`config.mk`:
```
export PLATFORM = sky130hd
export DESIGN_NAME = step_watchdog
export DESIGN_NICKNAME = d
export VERILOG_FILES = /design/src/rtl/step_watchdog_pkg.sv /design/src/rtl/step_watchdog_idle_counter.sv /design/src/rtl/step_watchdog.sv
export SDC_FILE = /design/constraint.sdc
export NUM_CORES = 1
export LEC_CHECK = 0
export CAP_MARGIN = 10
export CORE_ASPECT_RATIO = 2
export CORE_MARGIN = 2
export CORE_UTILIZATION = 60
export CTS_CLUSTER_SIZE = 8
export DETAILED_ROUTE_END_ITERATION = 8
export PLACE_DENSITY = 0.88
export SETUP_SLACK_MARGIN = 0.5
export SLEW_MARGIN = 5
export SYNTH_ARGS = -nofsm -noshare
export SYNTH_HDL_FRONTEND = slang
export SYNTH_SLANG_ARGS = --single-unit
```
`constraint.sdc`:
```
create_clock -name clk -period 24.3 [get_ports clk]
set_clock_uncertainty 0.05 [all_clocks]
set_input_delay 4.86 -clock clk [delete_from_list [all_inputs] [get_ports clk]]
set_output_delay 4.86 -clock clk [all_outputs]
set_load 0.01 [all_outputs]
```
`src/rtl/step_watchdog_pkg.sv`:
```
// step_watchdog_pkg
//   Shared definitions for the step-activity watchdog:
//   - sw_state_t : FSM state encodings (DISARMED=0, ARMED=1, TRIPPED=2;
//                  encoding 3 is unused and recovers to DISARMED)
//   - SW_TIMEOUT_INIT : default idle timeout, derived from the system clock
//                  rate and the default timeout in seconds
package step_watchdog_pkg;

  typedef enum logic [1:0] {
    SW_DISARMED = 2'd0,
    SW_ARMED    = 2'd1,
    SW_TRIPPED  = 2'd2
  } sw_state_t;

  localparam longint unsigned SW_HZ           = 48_000_000;
  localparam longint unsigned SW_TIMEOUT_SECS = 10;

  function automatic longint unsigned sw_timeout_cycles(input longint unsigned hz,
                                                        input longint unsigned secs);
    return hz * secs;
  endfunction

  localparam longint unsigned SW_TIMEOUT_INIT = sw_timeout_cycles(SW_HZ, SW_TIMEOUT_SECS);

endpackage

```
`src/rtl/step_watchdog_idle_counter.sv`:
```
// step_idle_counter
//   One watched step channel: remembers the previous step level, counts idle
//   clocks since the last step edge (either polarity) and registers an alert
//   once the idle count has reached the timeout.
// Ports
//   clk      in   1         system clock
//   rst      in   1         asynchronous reset, active-high
//   step     in   1         step line, synchronous to clk
//   timeout  in   CNT_BITS  idle limit in clk cycles; 0 disables the alert
//   idle     out  CNT_BITS  current idle count
//   alert    out  1         registered, idle >= timeout (and timeout != 0)
module step_idle_counter #(
  parameter int CNT_BITS = 32
) (
  input  logic                clk,
  input  logic                rst,
  input  logic                step,
  input  logic [CNT_BITS-1:0] timeout,
  output logic [CNT_BITS-1:0] idle,
  output logic                alert
);

  logic                prev_step_reg;
  logic [CNT_BITS-1:0] idle_reg;
  logic                alert_reg;

  always_ff @(posedge clk or posedge rst) begin
    if (rst) begin
      prev_step_reg <= 1'b0;
      idle_reg      <= '0;
      alert_reg     <= 1'b0;
    end else begin
      prev_step_reg <= step;
      // Activity wins; otherwise count up to the timeout and hold there, so the
      // counter never exceeds max(idle, timeout) and cannot wrap.
      if (step != prev_step_reg) begin
        idle_reg <= '0;
      end else if (idle_reg < timeout) begin
        idle_reg <= idle_reg + CNT_BITS'(1);
      end
      // >= rather than == so that lowering the timeout below the current idle
      // count still raises the alert.
      alert_reg <= (timeout != '0) && (idle_reg >= timeout);
    end
  end

  assign idle  = idle_reg;
  assign alert = alert_reg;

endmodule

```
`src/rtl/step_watchdog.sv`:
```
// step_watchdog
//   Per-channel step-activity watchdog. Each of NCH step lines has an idle
//   counter; channels idle for >= timeout clocks raise alert. An arm/disarm/
//   trip FSM turns a masked alert into a sticky trip record and shutdown.
// Ports
//   clk          in   1         system clock
//   rst          in   1         asynchronous reset, active-high
//   step         in   NCH       step lines
//   cfg_wr_en    in   1         load cfg_timeout and cfg_mask
//   cfg_timeout  in   CNT_BITS  timeout in clk cycles; 0 disables the watchdog
//   cfg_mask     in   NCH       channels allowed to trip
//   arm_req      in   1         DISARMED -> ARMED
//   disarm_req   in   1         ARMED -> DISARMED
//   clear        in   1         TRIPPED -> DISARMED
//   alert        out  NCH       registered per-channel idle alert (unmasked)
//   trip_ch      out  NCH       sticky alert&mask captured when tripping
//   shutdown     out  1         high while TRIPPED
//   state        out  2         current FSM state
//   dbg_sel      in   clog2(NCH) channel select for dbg_idle
//   dbg_idle     out  8         top byte of the selected idle counter
module step_watchdog
  import step_watchdog_pkg::*;
#(
  parameter int                NCH          = 6,
  parameter int                CNT_BITS     = 32,
  parameter logic [CNT_BITS-1:0] TIMEOUT_INIT = CNT_BITS'(SW_TIMEOUT_INIT),
  parameter logic [NCH-1:0]    MASK_INIT    = NCH'(6'b100000)
) (
  input  logic                     clk,
  input  logic                     rst,
  input  logic [NCH-1:0]           step,
  input  logic                     cfg_wr_en,
  input  logic [CNT_BITS-1:0]      cfg_timeout,
  input  logic [NCH-1:0]           cfg_mask,
  input  logic                     arm_req,
  input  logic                     disarm_req,
  input  logic                     clear,
  output logic [NCH-1:0]           alert,
  output logic [NCH-1:0]           trip_ch,
  output logic                     shutdown,
  output logic [1:0]               state,
  input  logic [$clog2(NCH)-1:0]   dbg_sel,
  output logic [7:0]               dbg_idle
);

  localparam int SEL_N = 2 ** $clog2(NCH);

  logic [CNT_BITS-1:0] timeout_reg;
  logic [NCH-1:0]      mask_reg;
  logic [CNT_BITS-1:0] idle_arr [NCH];
  logic [7:0]          dbg_bytes [SEL_N];

  sw_state_t      state_reg, state_next;
  logic [NCH-1:0] trip_ch_reg, trip_ch_next;
  logic [NCH-1:0] trip_hits;

  // Configuration: takes effect the cycle after the write; counters keep running.
  always_ff @(posedge clk or posedge rst) begin
    if (rst) begin
      timeout_reg <= TIMEOUT_INIT;
      mask_reg    <= MASK_INIT;
    end else if (cfg_wr_en) begin
      timeout_reg <= cfg_timeout;
      mask_reg    <= cfg_mask;
    end
  end

  genvar gi;
  generate
    for (gi = 0; gi < NCH; gi++) begin : g_ch
      step_idle_counter #(
        .CNT_BITS (CNT_BITS)
      ) u_cnt (
        .clk     (clk),
        .rst     (rst),
        .step    (step[gi]),
        .timeout (timeout_reg),
        .idle    (idle_arr[gi]),
        .alert   (alert[gi])
      );
    end
  endgenerate

  // Trip decision uses the registered alert, so shutdown follows one cycle later.
  assign trip_hits = alert & mask_reg;

  always_ff @(posedge clk or posedge rst) begin
    if (rst) begin
      state_reg   <= SW_DISARMED;
      trip_ch_reg <= '0;
    end else begin
      state_reg   <= state_next;
      trip_ch_reg <= trip_ch_next;
    end
  end

  always_comb begin
    state_next   = state_reg;
    trip_ch_next = trip_ch_reg;
    case (state_reg)
      SW_DISARMED: begin
        if (arm_req) state_next = SW_ARMED;
      end
      SW_ARMED: begin
        // A trip outranks a simultaneous disarm request.
        if (|trip_hits) begin
          state_next   = SW_TRIPPED;
          trip_ch_next = trip_hits;
        end else if (disarm_req) begin
          state_next = SW_DISARMED;
        end
      end
      SW_TRIPPED: begin
        if (clear) begin
          state_next   = SW_DISARMED;
          trip_ch_next = '0;
        end
      end
      default: begin
        state_next   = SW_DISARMED;
        trip_ch_next = '0;
      end
    endcase
  end

  assign state    = state_reg;
  assign trip_ch  = trip_ch_reg;
  assign shutdown = (state_reg == SW_TRIPPED);

  // Debug mux padded to a power of two so out-of-range selects read zero.
  generate
    for (gi = 0; gi < SEL_N; gi++) begin : g_dbg
      if (gi < NCH) begin : g_real
        assign dbg_bytes[gi] = idle_arr[gi][CNT_BITS-1 -: 8];
      end else begin : g_pad
        assign dbg_bytes[gi] = 8'h00;
      end
    end
  endgenerate

  assign dbg_idle = dbg_bytes[dbg_sel];

endmodule

```
==> impl_results.md, run 1 <==
* Die Width at 126.6 µm
* Synth-to-layout area growth at 10.99%
* # rows at 89
* Multi-input logic area at between 0.01 and 0.015 mm²
* Root Buffer: clkbuf_16
* LEAKAGE at between 8 and 9 nW
* Avg Cell Area, Syn at about 9.0 µm²
* Avg WL per Cell at 25.16 µm
* Critical Path Sink Type: output port
* I/O Buffers at 75
* Top Ports at between 70 and 80
* Final Hold Vio Count at 0
* Util after Layout at 0.6779
* Core ar. at 0.02951 mm²
* Initial Utilization at 0.6108
* Crit path cell chain: clkdlybuf4s50_1 > mux4_2 > inv_1 > o22ai_1 > clkdlybuf4s50_1
* Initial antenna violation count at 2
* DRT Pass-1 Iters at 8
* Cell at the slowest stage of the critical path: clkdlybuf4s50_1
* Hold Buf Count CTS at 0
* Iter 0 DRT Violations at 2140
* Critical path type: input port to output port
* Largest register FFs at between 150 and 200
* Largest area contributor in the netlist: dfrtp_1
* Mapped Cells at 1995
* Hold-critical path depth at 1
* Share of cells above drive strength 1 at 0.05602
* CTS tree: done
* Warnings, synthesis at 0
* Die Area at ~0.032 mm²
* Largest cells by area after synthesis: dfrtp_1 (33%), ha_1 (14%), a21oi_1 (6.0%)
* CP Max Fanout at 16
* Post-synth EDFFs at 0
* Clk Latency, worst-skew pair at 0.55 ns
* Most frequent CP cell: clkdlybuf4s50_1
* Max Fclk at 82.01 MHz
* Final WL at between 60000 and 70000 µm
* P per Cell Area at 54.25 mW/mm²
* R2R cell count at 8
* Storage cell area at 0.006270 mm²
* CTS Buf Count at 37
* Post-synthesis instance area at approximately 0.018 mm²
* Largest net degree at the start of global routing at ~120
* Rel. slew slack at 0.1984
* Die Ht at roughly 250 µm
* Antenna Nets Post-Route at 0
* Via count at between 15000 and 20000
* Worst-Margin Slew at around 1.2 ns
* Detail Placement HPWL at between 40000 and 50000 µm
* Final worst path period share at 0.5018
* Pins Over Slew Limit at 0
* Synth cell types at 68
* Clock Path Buffers at 3
* Final #Nets at 2263
* Sequential area share after synthesis at 0.3478
* CTS clk-pin slew, worst paths at around 0.05 ns
* Synth top area share at 0.3318
* Total power draw at around 1.1 mW
* DRC violations left at 0
* Vias in the first global route at ~18000
* Hold Path Class: flip-flop to flip-flop
* RSZ-0062 raised after global routing: no
* CTS H-tree lvls at 2
* Status: completed
* CTS sink count at 250
* Slowest stage delay, CP at approximately 1.1 ns
* CP startpoint kind: input port
* Count of max-cap constraint violations at 0
* Total GRT Usage at 0.3759
* Ys flop type: dfrtp_1
* Final setup vio count at 0
* Post_cts resized at 0
* Post-CTS setup buffers at 0
* Minimum clock period at 12.19 ns
* Worst VDD drop at roughly 47 µV
* Count leader, synth: dfrtp_1
* First-pass GRT wire length at ~94000 µm
* Synth top cells by count: dfrtp_1 (239), a21oi_1 (217), ha_1 (198)
* Flops & latches, synth at 250
* Final WS setup at about 12 ns
* Synth async-reset ratio at 1.000
* Final TNS setup at 0 ns
* Req. time, crit path at 19.39 ns
* Total global routing overflow at 0
* Post-DR vias/cell at around 7.5
* Setup slack at placement at 12.14 ns
* Filler Cell Count at 2269
* Post-Syn Nets at about 2200
* Arr. time, crit path at between 7 and 8 ns
* Gpl congestion at around 0.98
metal layers:
layer	GRT usage	wire [µm]
met2	0.6139	28610
met3	0.1003	5852
met4	0.3359	6558
met5	0	0
met1	0.3885	19420
path summary, 6_finish.rpt:
check	startpoint	endpoint	slack (ns)
min in group asynchronous	rst	g_ch[5].u_cnt.idle[22]	4.82
worst min-delay path	trip_ch[5]	trip_ch[5]	0.44
worst max register to register	timeout_reg[19]	g_ch[5].u_cnt.idle[26]	20.28
max in group asynchronous	rst	g_ch[5].u_cnt.idle[9]	17.86
worst max-delay path	dbg_sel[0]	dbg_idle[0]	12.11
worst min register to register	trip_ch[5]	trip_ch[5]	0.44
cell usage in the layout (no fill, tap or decap), drive strengths merged, types with 11 or more instances in the layout:
cell	instances
clkdlybuf4s50	74
nor2	37
inv	67
o41ai	22
o31ai	122
clkbuf	60
dfrtp	239
or3	23
nor3	16
nor4	42
nand2b	45
nand3	107
nand4	107
or4	116
mux2i	29
o21ai	76
a21oi	217
ha	198
dfstp	11
and3	39
and4	15
buf	18
nand2	168
o311ai	17
o211ai	17
and2	12
worst max-delay path: cells and delay by family:
kind	cells	cell delay (ns)
AOI/OAI and AO/OA	1	0.09
muxes	1	0.61
buffers and inverters	3	1.72
per-stage QoR:
| stage | instances | hold WS (ns) | area (µm²) |
|---|---|---|---|
| final | 2402 | 0.4419 | 20010 |
| after global placement | 2336 | 0.4218 | 18910 |
| after global routing | 2399 | 0.4555 | 20000 |
| after floorplan | 1995 | 0.4542 | 18020 |
| after detailed placement | 2336 | 0.4320 | 18910 |
| after CTS | 2398 | 0.4432 | 19980 |
where the power goes:
| group | leakage [nW] | total, mW | switching, mW | internal, mW |
|---|---|---|---|---|
| combinational | 4.33 | 0.146 | 0.0988 | 0.0472 |
| clock | 0.514 | 0.492 | 0.198 | 0.295 |
| sequential | 3.37 | 0.447 | 0.0168 | 0.430 |
final cells by class:
class	instances	area share
multi-input cells	1565	0.5534
flip-flops and latches	250	0.3134
clock buffers	60	0.05272
repair buffers	92	0.04366
well taps	364	0.02277
inverters	66	0.01276
clock inverters	2	0.0008756
diodes	3	0.0003753
cell families (layout without fill, tap and decap cells):
family | after synthesis | in the layout | synth area share
and+or+nand+nor | 754 | 754 | 0.2401
AOI/OAI and AO/OA | 557 | 557 | 0.1982
DFF | 250 | 250 | 0.3478
adders and majority gates | 198 | 198 | 0.1374
buffers and inverters | 180 | 220 | 0.04012
muxes | 44 | 44 | 0.03047
xor gates and xnor gates | 12 | 12 | 0.005831
other | 0 | 3 | 0
No activity file was read; power rests on OpenSTA's default activity.
==> inputs of run 2 (changes only) <==
CORE_UTILIZATION = 56   (was 60)
PLACE_DENSITY = 0.86   (was 0.88)
clock period = 10.31 ns   (was 24.3 ns; I/O delays follow)
==> run 2 against run 1 <==
  * Non-clock buffer count decreased by 1
  * Clock power increased by 140%
  * Count of clock-buffer cells in the layout increased by 1
  * First-iteration DRC count up 11%
  * Largest cell class unchanged
  * Global-route usage is 2.6 points lower
  * Sequential share of layout area shrank 0.096 points
  * Via count about the same
==> impl_results.md, run 2 (same netlist as run 1, synthesis figures left out) <==
* Req. time, crit path at 8.20 ns
* Max Fclk at ~150 MHz
* Die Area at roughly 0.034 mm²
* Post-CTS setup buffers at 0
* Antenna cell count at 0
* Final worst path period share at 0.6336
* Initial antenna violation count at 2
* Final WL at about 59000 µm
* Pins Over Slew Limit at 0
* Minimum clock period at approximately 6.5 ns
* CTS clk-pin slew, worst paths at roughly 0.050 ns
* FF-to-FF setup slack at roughly 6.2 ns
* CTS Buf Count at 37
* DRT Pass-1 Iters at 6
* Via count at 17945
* Routed met3 length at around 5400 µm
* Largest net degree at the start of global routing at 120
* CTS H-tree lvls at 2
* Count of max-cap constraint violations at 0
* First-pass GRT wire length at around 93000 µm
* Top Ports at 76
* Slowest stage delay, CP at ~1.1 ns
* Total global routing overflow at 0
* Hold path start: trip_ch[3]
* Hold path endpoint: trip_ch[3]
* Met1 wire length at 19590 µm
* Gpl congestion at 0.9678
* Commonest non-fill, non-tap cells in the layout: dfrtp_1 (239), a21oi_1 (217), ha_1 (198)
* Worst VDD drop at 103.0 µV
* R2R cell count at 8
* # rows at 93
* Post-DR vias/cell at 7.289
* Dpl cell area at approximately 0.019 mm²
* Root Buffer: clkbuf_16
* Filler Cell Count at roughly 2600
* CTS tree: done
* Worst-Margin Slew at about 1.2 ns
* Final #Nets at 2262
* CP Max Fanout at 16
* Reg-to-reg critical path startpoint: timeout_reg[19]
* Cell at the slowest stage of the critical path: clkdlybuf4s50_1
* Most frequent CP cell: clkdlybuf4s50_1
* Arr. time, crit path at about 4.4 ns
* Vias in the first global route at roughly 18000
* Clock Path Buffers at 3
* Crit path cell chain: clkdlybuf4s50_1 > mux4_2 > inv_1 > o22ai_1 > clkdlybuf4s50_1
* Hold Path Class: flip-flop to flip-flop
* DRC violations left at 0
* Final Hold Vio Count at 0
* Core ar. at 0.03200 mm²
* Synth-to-layout area growth at 11.33%
* Die Ht at 257.7 µm
* Clk Latency, worst-skew pair at ~0.55 ns
* Share of cells above drive strength 1 at 0.05504
* CTS sink count at between 200 and 300
* LEAKAGE at around 8 nW
* I/O Buffers at 75
* P per Cell Area at between 100 and 150 mW/mm²
* Hold Buf Count CTS at 0
* Final setup vio count at 0
* Hold-critical path depth at 1
* Avg WL per Cell at around 24 µm
* Rel. slew slack at 0.1623
* Die Width at ~130 µm
* CP startpoint kind: input port
* Launch point of the worst path: dbg_sel[0]
* Initial Utilization at 0.5633
* Commonest non-fill, non-tap cell in the layout: dfrtp_1
* Critical path type: input port to output port
* Reg2reg end: g_ch[3].u_cnt.idle[13]
* Total GRT Usage at 0.3495
* RSZ-0062 raised after global routing: no
* DR WL met2 at around 28000 µm
* Post_cts resized at 0
* Largest register FFs at about 190
* Uppermost layer routed: met5
* Antenna Nets Post-Route at 0
* Status: completed
* Iter 0 DRT Violations at 2380
* Final TNS setup at 0 ns
* Critical Path Sink Type: output port
* Fin area at around 0.02 mm²
* Detail Placement HPWL at between 40000 and 50000 µm
-- run 2: cell types whose count changed in the layout (fill, tap and decap cells not counted), sizes merged --
cell,change
buf,-1
clkbuf,+1
diode,-3
-- run 2: layout make-up --
type / instances / area [µm²] / share of cell area
Inverter: 66 / 255.2 / 0.01272
Multi-Input combinational cell: 1565 / 11070 / 0.5514
Tap cell: 427 / 534.3 / 0.02662
Sequential cell: 250 / 6270 / 0.3124
Timing Repair Buffer: 91 / 865.8 / 0.04315
Clock buffer: 61 / 1059 / 0.05275
Clock inverter: 2 / 17.52 / 0.0008729
-- run 2: worst max-delay path: cells and delay by family --
| kind | cells | cell delay [ns] |
|---|---|---|
| AO/OA/AOI/OAI | 1 | 0.09 |
| buffers and inverters | 3 | 1.67 |
| multiplexers | 1 | 0.59 |
-- run 2: worst max path at each step --
| stage | endpoint | slack [ns] | cells past startpoint |
|---|---|---|---|
| CTS | dbg_idle[3] | 3.77 | 5 |
| floorplan | g_ch[0].u_cnt.alert | 1.34 | 1 |
| detailed placement | dbg_idle[3] | 3.77 | 5 |
| finish | dbg_idle[3] | 3.78 | 5 |
| global route | dbg_idle[3] | 3.67 | 5 |
| global placement | dbg_idle[5] | 3.86 | 5 |
-- run 2: through the flow --
step | utilization | cells | hold slack (ns) | power (mW) | setup slack (ns)
5_1_grt | 0.6271 | 2462 | 0.4696 | 2.625 | 3.666
4_1_cts | 0.6269 | 2461 | 0.4417 | 2.541 | 3.768
3_3_place_gp | 0.5932 | 2398 | 0.4272 | 1.368 | 3.857
6_report | 0.6271 | 2462 | 0.4388 | 2.550 | 3.778
3_5_place_dp | 0.5932 | 2398 | 0.4305 | 1.389 | 3.772
2_1_floorplan | - | 1995 | 0.4542 | 1.258 | 1.345
-- run 2: per-layer routing --
layer  vias to the layer above  track usage
met2                      1076       0.5751
met4                         2       0.2790
met3                       380      0.08328
met1                      8623       0.3761
met5                         -            0
li1                       7864            -
-- run 2: power by group --
group	internal [mW]	total, mW	switching, mW
registers	1.01	1.05	0.0364
logic	0.111	0.338	0.227
clock network	0.696	1.16	0.466
